--- src/rtl/regbank_pkg.sv ---
// Shared definitions for the register-bank read path: widths, FSM state
// encodings, operand indices and small operand-mask helpers.
package regbank_pkg;

  localparam int DATA_W  = 32;
  localparam int ADDR_W  = 4;
  localparam int STATE_W = 3;

  typedef logic [STATE_W-1:0] state_t;

  // FSM state encodings
  localparam state_t IDLE   = 3'd0;
  localparam state_t ADDR   = 3'd1;
  localparam state_t TOGGLE = 3'd2;
  localparam state_t GUARD  = 3'd3;
  localparam state_t WAIT   = 3'd4;
  localparam state_t DONE   = 3'd5;

  // Operand indices, also the bit positions in the use-mask
  localparam logic [1:0] OP_A = 2'd0;
  localparam logic [1:0] OP_B = 2'd1;
  localparam logic [1:0] OP_C = 2'd2;

  // Program-counter register index; an ordinary index as far as fetch is concerned
  localparam logic [ADDR_W-1:0] REG_PC = 4'd15;

  // Lowest pending operand, scanning in the fixed order A, B, C
  function automatic logic [1:0] lowest_op(input logic [2:0] pend);
    logic [1:0] op;
    if (pend[0]) begin
      op = OP_A;
    end else if (pend[1]) begin
      op = OP_B;
    end else begin
      op = OP_C;
    end
    return op;
  endfunction

  // One-hot mask bit for an operand index
  function automatic logic [2:0] op_bit(input logic [1:0] op);
    logic [2:0] b;
    case (op)
      OP_A:    b = 3'b001;
      OP_B:    b = 3'b010;
      OP_C:    b = 3'b100;
      default: b = 3'b000;
    endcase
    return b;
  endfunction

endpackage

--- src/rtl/level_sync.sv ---
// Multi-flop synchronizer for a slowly changing level crossing into clk.
module level_sync #(
  parameter int STAGES = 2
) (
  input  logic clk,
  input  logic rst,
  input  logic d_i,
  output logic q_o
);

  logic [STAGES-1:0] sync_q;

  // Shift the asynchronous level through the synchronizer chain
  always_ff @(posedge clk or posedge rst) begin
    if (rst) begin
      sync_q <= {STAGES{1'b0}};
    end else begin
      sync_q[0] <= d_i;
      for (int i = 1; i < STAGES; i++) begin
        sync_q[i] <= sync_q[i-1];
      end
    end
  end

  assign q_o = sync_q[STAGES-1];

endmodule

--- src/rtl/operand_fetch.sv ---
// Operand fetch requester: reads up to three registers from the bank over a
// toggle-triggered read port and hands the operand set to the issuer.
module operand_fetch
  import regbank_pkg::*;
#(
  parameter int GUARD_CYCLES = 2,
  parameter int SYNC_STAGES  = 2,
  parameter int TIMEOUT      = 64
) (
  input  logic              clk,
  input  logic              reset,
  input  logic              reqValid,
  output logic              reqReady,
  input  logic [ADDR_W-1:0] addrA,
  input  logic [ADDR_W-1:0] addrB,
  input  logic [ADDR_W-1:0] addrC,
  input  logic [2:0]        useMask,
  output logic              triggerOutr,
  output logic [ADDR_W-1:0] addrOut,
  input  logic              readyIn,
  input  logic [DATA_W-1:0] dataIn,
  output logic              opValid,
  output logic [DATA_W-1:0] opA,
  output logic [DATA_W-1:0] opB,
  output logic [DATA_W-1:0] opC,
  input  logic              opAck,
  output logic              timeoutErr
);

  localparam int GCNT_W = $clog2(GUARD_CYCLES + 1);
  localparam int TCNT_W = $clog2(TIMEOUT + 1);
  localparam logic [GCNT_W-1:0] GUARD_LOAD = GCNT_W'(GUARD_CYCLES - 1);
  localparam logic [TCNT_W-1:0] TCNT_LAST  = TCNT_W'(TIMEOUT - 1);

  // The guard window must cover the synchronizer delay, otherwise a stale
  // ready level from the previous read could be taken as the new one.
  if (GUARD_CYCLES < SYNC_STAGES) begin : g_bad_guard
    $error("operand_fetch: GUARD_CYCLES must be >= SYNC_STAGES");
  end
  if (TIMEOUT < 1) begin : g_bad_timeout
    $error("operand_fetch: TIMEOUT must be >= 1");
  end

  state_t            state_q, state_d;
  logic [2:0]        pend_q, pend_d;
  logic [ADDR_W-1:0] addr_a_q, addr_a_d;
  logic [ADDR_W-1:0] addr_b_q, addr_b_d;
  logic [ADDR_W-1:0] addr_c_q, addr_c_d;
  logic [ADDR_W-1:0] addr_out_q, addr_out_d;
  logic              trig_q, trig_d;
  logic [GCNT_W-1:0] gcnt_q, gcnt_d;
  logic [TCNT_W-1:0] tcnt_q, tcnt_d;
  logic [DATA_W-1:0] op_a_q, op_a_d;
  logic [DATA_W-1:0] op_b_q, op_b_d;
  logic [DATA_W-1:0] op_c_q, op_c_d;
  logic              op_valid_q, op_valid_d;
  logic              req_ready_q, req_ready_d;
  logic              err_q, err_d;

  logic              ready_sync;
  logic [1:0]        cur_op;
  logic [2:0]        pend_left;

  level_sync #(
    .STAGES(SYNC_STAGES)
  ) u_ready_sync (
    .clk(clk),
    .rst(reset),
    .d_i(readyIn),
    .q_o(ready_sync)
  );

  assign cur_op = lowest_op(pend_q);

  // Next-state logic for the fetch sequencer and its datapath registers
  always_comb begin
    state_d    = state_q;
    pend_d     = pend_q;
    addr_a_d   = addr_a_q;
    addr_b_d   = addr_b_q;
    addr_c_d   = addr_c_q;
    addr_out_d = addr_out_q;
    trig_d     = trig_q;
    gcnt_d     = gcnt_q;
    tcnt_d     = tcnt_q;
    op_a_d     = op_a_q;
    op_b_d     = op_b_q;
    op_c_d     = op_c_q;
    op_valid_d = op_valid_q;
    err_d      = err_q;
    pend_left  = pend_q & ~op_bit(cur_op);

    case (state_q)
      IDLE: begin
        if (reqValid && req_ready_q) begin
          addr_a_d = addrA;
          addr_b_d = addrB;
          addr_c_d = addrC;
          pend_d   = useMask;
          op_a_d   = {DATA_W{1'b0}};
          op_b_d   = {DATA_W{1'b0}};
          op_c_d   = {DATA_W{1'b0}};
          if (useMask != 3'b000) begin
            state_d = ADDR;
          end else begin
            state_d = DONE;
          end
        end else begin
          state_d = IDLE;
        end
      end
      ADDR: begin
        // Address goes out a full cycle ahead of the trigger edge
        case (cur_op)
          OP_A:    addr_out_d = addr_a_q;
          OP_B:    addr_out_d = addr_b_q;
          OP_C:    addr_out_d = addr_c_q;
          default: addr_out_d = addr_out_q;
        endcase
        tcnt_d  = {TCNT_W{1'b0}};
        state_d = TOGGLE;
      end
      TOGGLE: begin
        trig_d  = ~trig_q;
        gcnt_d  = GUARD_LOAD;
        state_d = GUARD;
      end
      GUARD: begin
        if (gcnt_q == {GCNT_W{1'b0}}) begin
          state_d = WAIT;
        end else begin
          gcnt_d = gcnt_q - GCNT_W'(1);
        end
      end
      WAIT: begin
        if (ready_sync) begin
          case (cur_op)
            OP_A:    op_a_d = dataIn;
            OP_B:    op_b_d = dataIn;
            OP_C:    op_c_d = dataIn;
            default: op_a_d = op_a_q;
          endcase
          pend_d = pend_left;
          if (pend_left != 3'b000) begin
            state_d = ADDR;
          end else begin
            state_d = DONE;
          end
        end else if (tcnt_q == TCNT_LAST) begin
          // Abort the whole set; operands not yet captured remain zero
          err_d   = 1'b1;
          pend_d  = 3'b000;
          state_d = DONE;
        end else begin
          tcnt_d = tcnt_q + TCNT_W'(1);
        end
      end
      DONE: begin
        // First DONE cycle raises valid; acknowledge is honoured only once
        // the issuer can actually have seen valid.
        if (!op_valid_q) begin
          op_valid_d = 1'b1;
        end else if (opAck) begin
          op_valid_d = 1'b0;
          state_d    = IDLE;
        end else begin
          op_valid_d = 1'b1;
        end
      end
      default: begin
        state_d    = IDLE;
        op_valid_d = 1'b0;
      end
    endcase

    req_ready_d = (state_d == IDLE);
  end

  // State and datapath registers, all cleared by the asynchronous reset
  always_ff @(posedge clk or posedge reset) begin
    if (reset) begin
      state_q     <= IDLE;
      pend_q      <= 3'b000;
      addr_a_q    <= {ADDR_W{1'b0}};
      addr_b_q    <= {ADDR_W{1'b0}};
      addr_c_q    <= {ADDR_W{1'b0}};
      addr_out_q  <= {ADDR_W{1'b0}};
      trig_q      <= 1'b0;
      gcnt_q      <= {GCNT_W{1'b0}};
      tcnt_q      <= {TCNT_W{1'b0}};
      op_a_q      <= {DATA_W{1'b0}};
      op_b_q      <= {DATA_W{1'b0}};
      op_c_q      <= {DATA_W{1'b0}};
      op_valid_q  <= 1'b0;
      req_ready_q <= 1'b0;
      err_q       <= 1'b0;
    end else begin
      state_q     <= state_d;
      pend_q      <= pend_d;
      addr_a_q    <= addr_a_d;
      addr_b_q    <= addr_b_d;
      addr_c_q    <= addr_c_d;
      addr_out_q  <= addr_out_d;
      trig_q      <= trig_d;
      gcnt_q      <= gcnt_d;
      tcnt_q      <= tcnt_d;
      op_a_q      <= op_a_d;
      op_b_q      <= op_b_d;
      op_c_q      <= op_c_d;
      op_valid_q  <= op_valid_d;
      req_ready_q <= req_ready_d;
      err_q       <= err_d;
    end
  end

  assign reqReady    = req_ready_q;
  assign triggerOutr = trig_q;
  assign addrOut     = addr_out_q;
  assign opValid     = op_valid_q;
  assign opA         = op_a_q;
  assign opB         = op_b_q;
  assign opC         = op_c_q;
  assign timeoutErr  = err_q;

endmodule

--- config.mk ---
export PLATFORM = sky130hd
export DESIGN_NAME = operand_fetch
export DESIGN_NICKNAME = d
export VERILOG_FILES = /design/src/rtl/regbank_pkg.sv /design/src/rtl/level_sync.sv /design/src/rtl/operand_fetch.sv
export SDC_FILE = /design/constraint.sdc
export NUM_CORES = 1
export LEC_CHECK = 0
export ABC_AREA = 1
export ABC_CLOCK_PERIOD_IN_PS = 8000
export BUFFER_PORTS_ARGS = -buffer_cell sky130_fd_sc_hd__buf_4
export CORE_UTILIZATION = 50
export DETAILED_ROUTE_END_ITERATION = 16
export PLACE_DENSITY = 0.77
export SYNTH_ARGS = -nofsm -noshare
export SYNTH_HDL_FRONTEND = slang
export SYNTH_SLANG_ARGS = --single-unit
--- constraint.sdc ---
create_clock -name clk -period 8 [get_ports clk]
set_clock_uncertainty 0.15 [all_clocks]
set_input_delay 0.4 -clock clk [delete_from_list [all_inputs] [get_ports clk]]
set_output_delay 0.4 -clock clk [all_outputs]
set_load 0.02 [all_outputs]
==> impl_metrics.py <==
metrics = {
    "run_status": {
        "status": "complete, no violations",
    },
    "power_and_ir_drop": {
        "power.density_nw_per_um2": 386,
        "max-vdd-ir-drop_v": 0.000189,
        "leakage_uw": 0.00436,
    },
    "timing": {
        "fin_ws_ns": 5.53,
        "rsz0062_at_grt": "false",
        "worst_pin_slew_ns": 1.13,
        "hold_viol": 0,
        "period_minus_slack_ns": 2.47,
        "max_freq_ghz": 0.405,
        "fin_crit_sh": 0.309,
        "slew_headroom": 0.245,
        "setup_viol": 0,
        "fin_tns_setup_ns": 0,
        "hold_ws_ns": 0.0315,
        "drv_slew": 0,
    },
    "final_layout": {
        "layout_commonest_cell": "nand2_1",
        "final_core_util": 0.694,
        "syn_to_final_growth_pct": 34.7,
        "final_cell_mix": "nand2_1, buf_4, dfrtp_1, inv_1, nor2_1",
        "fin_cells": 993,
        "drive_gt1_frac": 0.238,
        "antenna-diode-count": 0,
        "nNetsFinal": 894,
    },
    "clocking": {
        "h-tree-depth": 4,
        "cts.sinks": 133,
        "cts_setup_buffers": 0,
        "clk_latency_ns": 0.53,
        "hold_buffers": 14,
        "cts_resized": 0,
        "path_clk_slew_ns": 0.06,
        "clock-root-buffer": "clkbuf_8",
        "cts_tree": "done",
        "cts_max_path_buffers": 2,
        "cts_buffers": 17,
    },
    "routing": {
        "drc": 0,
        "dr_total_vias": 5028,
        "postRouteAntennaNets": 0,
        "routed_wl_mm": 14.8,
        "drtPass1Iterations": 5,
        "wl_per_cell_um": 14.9,
        "dr.first_iter.drc_count": 387,
        "via_per_inst": 5.06,
    },
    "global_routing": {
        "grt_overflow": 0,
        "grt_max_degree": 92,
        "grt_pass1_vias": 4876,
        "track_usage": 0.269,
        "grt_pass1_wl_mm": 23.7,
        "antenna_found_initial": 0,
    },
    "yosys": {
        "avgSynthCellArea_um2": 8.29,
        "syn-cell-area_um2": 5610,
        "synth_edf_count": 0,
        "yosys.area.top_type": "dfrtp_1",
        "yosysTopAreaCellShare": 0.594,
        "synthFlopType": "dfrtp_1",
        "synth.net_count": 730,
        "ys_warn_count": 0,
        "synth_seq_cells": 133,
        "netlist_instances": 676,
        "synthTopCellsByArea": "dfrtp_1, nand2_1, inv_1",
        "synth.distinct_cells": 27,
        "async_flop_share": 1.00,
        "ys_seq_area_frac": 0.594,
    },
    "placed_design": {
        "dp_cells": 947,
        "dp_hpwl_mm": 9.80,
        "portBuffers": 155,
        "place_worst_setup_slack_ns": 5.54,
        "place.gp.congestion": 0.811,
    },
    "setup_path": {
        "cp.required_ns": 8.22,
        "critPathArrivalTime_ns": 2.69,
        "crit_fanout": 37,
        "end_kind": "register",
        "startpoint_type": "register",
        "crit_type": "reg2reg",
    },
    "floorplanning": {
        "die_h_um": 108,
        "die-area_um2": 11600,
        "rows": 38,
        "die_w_um": 108,
        "design.core.area_um2": 10900,
        "initial_core_util": 0.515,
        "ios": 156,
    },
    "worst_hold_path": {
        "hold_class": "in2reg",
    },
    "run": {
        "maxCapViolations": 0,
    },
}
-- flip-flops by register name, indices dropped and copies added, names as in the netlist --
register	count
gcnt_q	2
reqReady	1
opC	32
triggerOutr	1
timeoutErr	1
pend_q	3
state_q	3
u_ready_sync.sync_q	2
opValid	1
addr_b_q	4
addr_c_q	4
opA	32
tcnt_q	7
addr_a_q	4
opB	32
addrOut	4
-- layer usage --
metal / vias to the layer above / global-route usage / part of all wire
met5: - / 0 / 0
met4: 0 / 0.0930 / 0.019
met3: 24 / 0.0648 / 0.069
met2: 207 / 0.443 / 0.49
met1: 2402 / 0.348 / 0.42
li1: 2395 / - / -
-- final cells by class --
type / instances / area [um^2]
fillers: 837 / 3340
flip-flops and latches: 133 / 3330
inverters: 51 / 194
multi-input cells: 467 / 1950
repair buffers: 170 / 1310
clock buffers: 18 / 428
well taps: 140 / 175
clock inverters: 14 / 165
-- worst paths after layout --
kind	start	endpoint	slack, ns	cells after the start
max	pend_q[0]	opA[23]	5.53	4
min	dataIn[25]	opA[25]	0.03	3
max reg2reg	pend_q[0]	opA[23]	5.53	4
min reg2reg	u_ready_sync.sync_q[0]	u_ready_sync.sync_q[1]	0.20	0
max in group asynchronous	reset	opA[4]	5.84	4
min in group asynchronous	reset	opB[11]	0.32	3
-- per-stage QoR --
step / cell area, um^2 / total power (uW)
floorplan: 5610 / 1670
global placement: 6820 / 2090
detailed placement: 6820 / 2130
CTS: 7550 / 2920
global route: 7550 / 3070
finish: 7550 / 2920
-- Yosys cell counts, types with 3 or more instances --
cell	count
o21ai_0	32
nand3_2	3
nor2_1	35
o21ai_4	3
nand2_1	354
buf_2	14
clkbuf_1	5
a21oi_1	4
o21ai_1	3
dfrtp_1	133
inv_2	4
buf_6	3
inv_1	47
nand3_1	20
-- logic make-up after synthesis --
| logic type | Yosys count | share of synthesized area |
|---|---|---|
| AND/OR/NAND/NOR | 420 | 0.295 |
| XOR/XNOR | 1 | 0.00156 |
| flip-flops | 133 | 0.594 |
| adder cells (fa/ha/maj) | 2 | 0.00446 |
| buffers and inverters | 76 | 0.0587 |
| AO/OA/AOI/OAI | 44 | 0.0464 |
-- where the power goes --
part | internal [uW] | total (uW) | switching [uW]
registers | 907 | 1080 | 175
logic | 388 | 1060 | 667
clock network | 462 | 779 | 317
-- critical path, cell delays in order (launching register included) --
cell and delay [ns]:
dfrtp_1 0.47, nand2_1 0.09, inv_1 0.43, o21ai_4 0.99, o21ai_0 0.17
(Power assumes the default switching activity.)
